<file path="src/rtl/msx_block_loader.sv">
// Copies block_count blocks from DDR3 (store_address) into SDRAM/BRAM (mem_offset),
// one byte at a time: a DDR3 read handshake followed by an SDRAM write handshake.
module msx_block_loader #(
  parameter int BLOCK_SHIFT = 14,
  parameter int DDR_AW      = 28,
  parameter int MEM_AW      = 25
) (
  input  logic              clk,
  input  logic              reset,
  input  logic              start,
  input  logic [DDR_AW-1:0] store_address,
  input  logic [MEM_AW-1:0] mem_offset,
  input  logic [7:0]        block_count,
  output logic              busy,
  output logic              done,
  output logic [DDR_AW-1:0] ddr_addr,
  output logic              ddr_rd,
  input  logic [7:0]        ddr_dout,
  input  logic              ddr_ready,
  output logic [MEM_AW-1:0] mem_addr,
  output logic [7:0]        mem_din,
  output logic              mem_we,
  input  logic              mem_ready
);

  localparam int CW = 8 + BLOCK_SHIFT;

  typedef enum logic [1:0] {IDLE, READ, WRITE, DONE} state_t;

  state_t            state_reg, state_next;
  logic [DDR_AW-1:0] src_reg, src_next;
  logic [MEM_AW-1:0] dst_reg, dst_next;
  logic [CW-1:0]     remaining_reg, remaining_next;
  logic [7:0]        data_reg, data_next;

  always_ff @(posedge clk or posedge reset) begin
    if (reset) begin
      state_reg     <= IDLE;
      src_reg       <= '0;
      dst_reg       <= '0;
      remaining_reg <= '0;
      data_reg      <= '0;
    end else begin
      state_reg     <= state_next;
      src_reg       <= src_next;
      dst_reg       <= dst_next;
      remaining_reg <= remaining_next;
      data_reg      <= data_next;
    end
  end

  always_comb begin
    state_next     = state_reg;
    src_next       = src_reg;
    dst_next       = dst_reg;
    remaining_next = remaining_reg;
    data_next      = data_reg;
    case (state_reg)
      IDLE: begin
        if (start) begin
          src_next       = store_address;
          dst_next       = mem_offset;
          remaining_next = CW'(block_count) << BLOCK_SHIFT;
          state_next     = (block_count != 8'd0) ? READ : DONE;
        end
      end
      READ: begin
        if (ddr_ready) begin
          data_next  = ddr_dout;
          src_next   = src_reg + DDR_AW'(1);
          state_next = WRITE;
        end
      end
      WRITE: begin
        if (mem_ready) begin
          dst_next       = dst_reg + MEM_AW'(1);
          remaining_next = remaining_reg - CW'(1);
          // Last byte of the image goes straight to DONE.
          state_next     = (remaining_reg == CW'(1)) ? DONE : READ;
        end
      end
      DONE:    state_next = IDLE;
      default: state_next = IDLE;
    endcase
  end

  // Address/data registers are driven continuously; they only change on
  // handshake edges, so they are stable while a request waits.
  assign busy     = (state_reg == READ) || (state_reg == WRITE);
  assign done     = (state_reg == DONE);
  assign ddr_rd   = (state_reg == READ);
  assign mem_we   = (state_reg == WRITE);
  assign ddr_addr = src_reg;
  assign mem_addr = dst_reg;
  assign mem_din  = data_reg;

endmodule
</file>
<file path="config.mk">
export PLATFORM = sky130hd
export DESIGN_NAME = msx_block_loader
export DESIGN_NICKNAME = d
export VERILOG_FILES = /design/src/rtl/msx_block_loader.sv
export SDC_FILE = /design/constraint.sdc
export NUM_CORES = 1
export LEC_CHECK = 0
export CORE_UTILIZATION = 35
export CTS_CLUSTER_DIAMETER = 60
export DETAILED_ROUTE_END_ITERATION = 8
export PLACE_DENSITY = 0.65
export SLEW_MARGIN = 15
export SYNTH_ARGS = -nofsm -noshare
export SYNTH_HDL_FRONTEND = slang
export SYNTH_SLANG_ARGS = --single-unit
</file>
<file path="constraint.sdc">
create_clock -name clk -period 4.75 [get_ports clk]
set_clock_uncertainty 0.1 [all_clocks]
set_input_delay 0.95 -clock clk [delete_from_list [all_inputs] [get_ports clk]]
set_output_delay 0.95 -clock clk [all_outputs]
set_load 0.01 [all_outputs]
</file>
==> reports/qor.tcl <==
set qor(setup-violations-final) 0
set qor(wl_per_cell_um) 17.2
set qor(maxSlewViolCount) 0
set qor(kind_of_critical_path) {register to primary output}
set qor(netlist_top_cells_area) {sky130_fd_sc_hd__dfrtp_1 (41%), sky130_fd_sc_hd__nand2_1 (5.5%), sky130_fd_sc_hd__a21oi_1 (4.5%)}
set qor(max_stage_delay_ns) 0.65
set qor(min_delay_path_depth) 1
set qor(cp-end-kind) {primary output}
set qor(avgViaCountPerCell) 5.79
set qor(clock_tree.htree_level_count) 3
set qor(synth-async-reset-ratio_pct) 100
set qor(timing.final.crit_period_ns) 3.32
set qor(dp.cells) 889
set qor(io_buffer_count) 138
set qor(synth_enable_flop_cells) 0
set qor(drc) 0
set qor(period_share_pct) 69.8
set qor(crit_arrival_ns) 2.27
set qor(post_cts_setup_inserts) 0
set qor(power.leakage_uw) 0.00278
set qor(timing.rr.start) {state_reg[0]$_DFFE_PP0P_}
set qor(synth_top_area_share_pct) 40.6
set qor(synth_most_common_cell) {sky130_fd_sc_hd__dfrtp_1}
set qor(count_of_different_cell_masters_after_synthesis) 70
set qor(largest_register_ff_count) 28
set qor(cts_inserted_buffers) 9
set qor(clock_power_share_pct) 14.6
set qor(ys_seq_area_share_pct) 40.6
set qor(overall_via_count_from_detail_route) 5241
set qor(worstRegToRegCells) 7
set qor(synth_commonest_cells) {sky130_fd_sc_hd__dfrtp_1 (85), sky130_fd_sc_hd__nand2_1 (77), sky130_fd_sc_hd__a21oi_1 (47)}
set qor(worst-path-max-fanout) 63
set qor(internal_power_uw) 2730
set qor(holdCritPathClass) {register to register}
set qor(cts_hold_buffers) 0
set qor(starting_utilization_of_the_core_area_pct) 35.9
set qor(postSynthNetCount) 682
set qor(totalWireLength_um) 15500
set qor(vdd_ir_drop_max_v) 0.000304
set qor(cts_repair_resize_count) 0
set qor(timing.slew.headroom_pct) 23.4
set qor(final_hold_vios) 0
set qor(antenna-diode-count) 0
set qor(worst_path_max_delay_cell) {sky130_fd_sc_hd__clkdlybuf4s50_1}
set qor(p_comb_share_pct) 53.8
set qor(clk_transition_reported_paths_ns) 0.06
set qor(tns_ns) 0
set qor(fp.coreArea_sq_um) 14600
set qor(layout-drive-gt1-share_pct) 6.38
set qor(fill_cell_count) 1359
set qor(worst_r2r_endpoint) {remaining_reg[15]$_DFFE_PP0P_}
set qor(grt_pass1_wl_um) 25500
set qor(holdCritStartpoint) {mem_din[2]$_DFFE_PP0P_}
set qor(run_status) {complete, no violations}
set qor(grtUsageTotal_pct) 20.3
set qor(seqPwrFrac_pct) 31.6
set qor(synthesis.yosys.warnings) 0
set qor(switching_portion_of_total_power_pct) 43.8
set qor(antenna_violating_nets_post_route) 0
set qor(grt_overflow) 0
set qor(clock.fmax_mhz) 302
set qor(element_type_at_the_critical_path_start) {register}
set qor(dr.pass1.iters) 6
set qor(clock_sink_count) 85
set qor(critical_path_required_ns) 3.70
set qor(postSynthCellCount) 599
set qor(io-pin-count) 139
set qor(die_height_um) 124
set qor(slew_at_the_pin_closest_to_its_max_slew_limit_ns) 1.14
set qor(tritoncts_clock_tree) {built}
set qor(power.density_nw_per_um2) 693
set qor(grt_max_degree) 64
set qor(area_delta_synth_final_pct) 34.1
set qor(layout.core_utilization_pct) 48.1
set qor(worst_skew_pair.late_latency_ns) 0.34
set qor(grt_setup_unrepaired) {no}
set qor(ctsRootBufferMaster) {sky130_fd_sc_hd__clkbuf_16}
set qor(first_global_vias) 5040
set qor(grt_antenna_before_repair) 0
set qor(final_nets) 799
set qor(cts-root-to-sink-buffers) 2
set qor(timing.critical_path.cells) {inv_1 > ha_2 > buf_4 > clkdlybuf4s50_1}
set qor(syn_area_sq_um) 5240
set qor(floorplan.die.width_um) 124
set qor(ff2ff_setup_slack_ns) 1.88
set qor(postSynthAreaPerCell_sq_um) 8.74
set qor(power.net_switching_uw) 2140
set qor(yosysTopAreaCell) {sky130_fd_sc_hd__dfrtp_1}
set qor(min_to) {mem_din[2]$_DFFE_PP0P_}
set qor(post_layout_nonfiller_instances) 905
set qor(synth-main-ff-cell) {sky130_fd_sc_hd__dfrtp_1}
set qor(drt_iter0_drc) 537
set qor(dieArea_sq_um) 15500
set qor(cp.buffers_inverters) 3
set qor(place_congestion) 0.864
set qor(rows) 44
set qor(max_capacitance_violation_count) 0
set qor(ys_ff_latch) 85
set qor(place_hpwl_um) 11100
set qor(timing.critical_path.max_delay_family) {buffers and inverters}
==> worst max-delay path by stage <==
| stage | end | cells after the start | from |
|---|---|---|---|
| final | ddr_rd | 4 | state_reg[1]$_DFFE_PP0P_ |
| after global placement | ddr_addr[27]$_DFFE_PP0P_ | 7 | start |
| after detailed placement | ddr_addr[27]$_DFFE_PP0P_ | 7 | start |
| after floorplan | ddr_addr[0]$_DFFE_PP0P_ | 1 | reset |
| after CTS | ddr_rd | 4 | state_reg[1]$_DFFE_PP0P_ |
| after global routing | ddr_rd | 4 | state_reg[1]$_DFFE_PP0P_ |
==> cell type report <==
class | count | area, sq um | share of cell area [%]
sequential | 85 | 2130 | 30.3
clock inverter | 4 | 47.5 | 0.677
tap | 184 | 230 | 3.28
timing repair buffer | 145 | 1430 | 20.4
multi-input combinational | 460 | 2880 | 41.0
inverter | 15 | 57.6 | 0.820
clock buffer | 12 | 246 | 3.51
==> power groups by stage <==
stage / clock [uW] / combinational (uW) / sequential [uW]
2_1_floorplan: 0 / 1570 / 1550
3_3_place_gp: 0 / 2550 / 1520
3_5_place_dp: 0 / 2620 / 1540
4_1_cts: 731 / 2630 / 1530
5_1_grt: 765 / 2880 / 1600
6_report: 713 / 2620 / 1540
==> layer usage <==
| layer | global-route usage [%] | routed length (um) | up-vias |
|---|---|---|---|
| li1 | - | - | 2483 |
| met1 | 26.8 | 6820 | 2552 |
| met2 | 32.5 | 7600 | 177 |
| met3 | 4.34 | 686 | 29 |
| met4 | 7.58 | 425 | 0 |
| met5 | 0 | 0 | - |
==> worst register-to-register path, delay by kind of cell, from the launching register on <==
family / cells / cell delay [ns]
buf+inv: 2 / 0.59
compound gates: 2 / 0.51
simple gates: 2 / 0.89
flops: 1 / 0.40
fa+ha+maj: 1 / 0.23
==> cells in the final DEF (no fill, tap or decap), drive strengths merged, types with 3 or more instances in the layout <==
master	count
and3	9
and2	7
mux2	8
nand2b	3
buf	7
nand4	22
xor2	8
nor3	10
or3	9
o22ai	17
o211a	3
a31oi	4
a21oi	47
nand3	37
inv	14
a32oi	18
clkbuf	12
o21ai	42
nor2	37
clkdlybuf4s50	138
a311oi	6
nand2	77
a2bb2oi	11
xnor2	3
nor4	11
clkinv	3
and4	5
o21a	4
dfrtp	85
mux2i	15
o211ai	5
ha	9
==> kinds of logic after synthesis <==
family / Yosys count / share of synthesized area [%]
XOR/XNOR: 11 / 1.84
adder cells (fa/ha/maj): 9 / 2.15
AO/OA/AOI/OAI: 180 / 22.7
AND/OR/NAND/NOR: 237 / 23.7
flip-flops: 85 / 40.6
multiplexers: 23 / 4.59
buffers and inverters: 54 / 4.44
==> through the flow <==
stage / cell area [sq um] / total power, uW / setup slack, ns / hold WS (ns)
after detailed placement: 6730 / 4160 / 1.33 / 0.402
after floorplan: 5240 / 3120 / 1.51 / 0.388
final: 7020 / 4870 / 1.43 / 0.411
after global routing: 7020 / 5240 / 1.30 / 0.437
after global placement: 6730 / 4070 / 1.43 / 0.388
after CTS: 7020 / 4890 / 1.44 / 0.417
No activity file was read; power rests on OpenSTA's default activity.
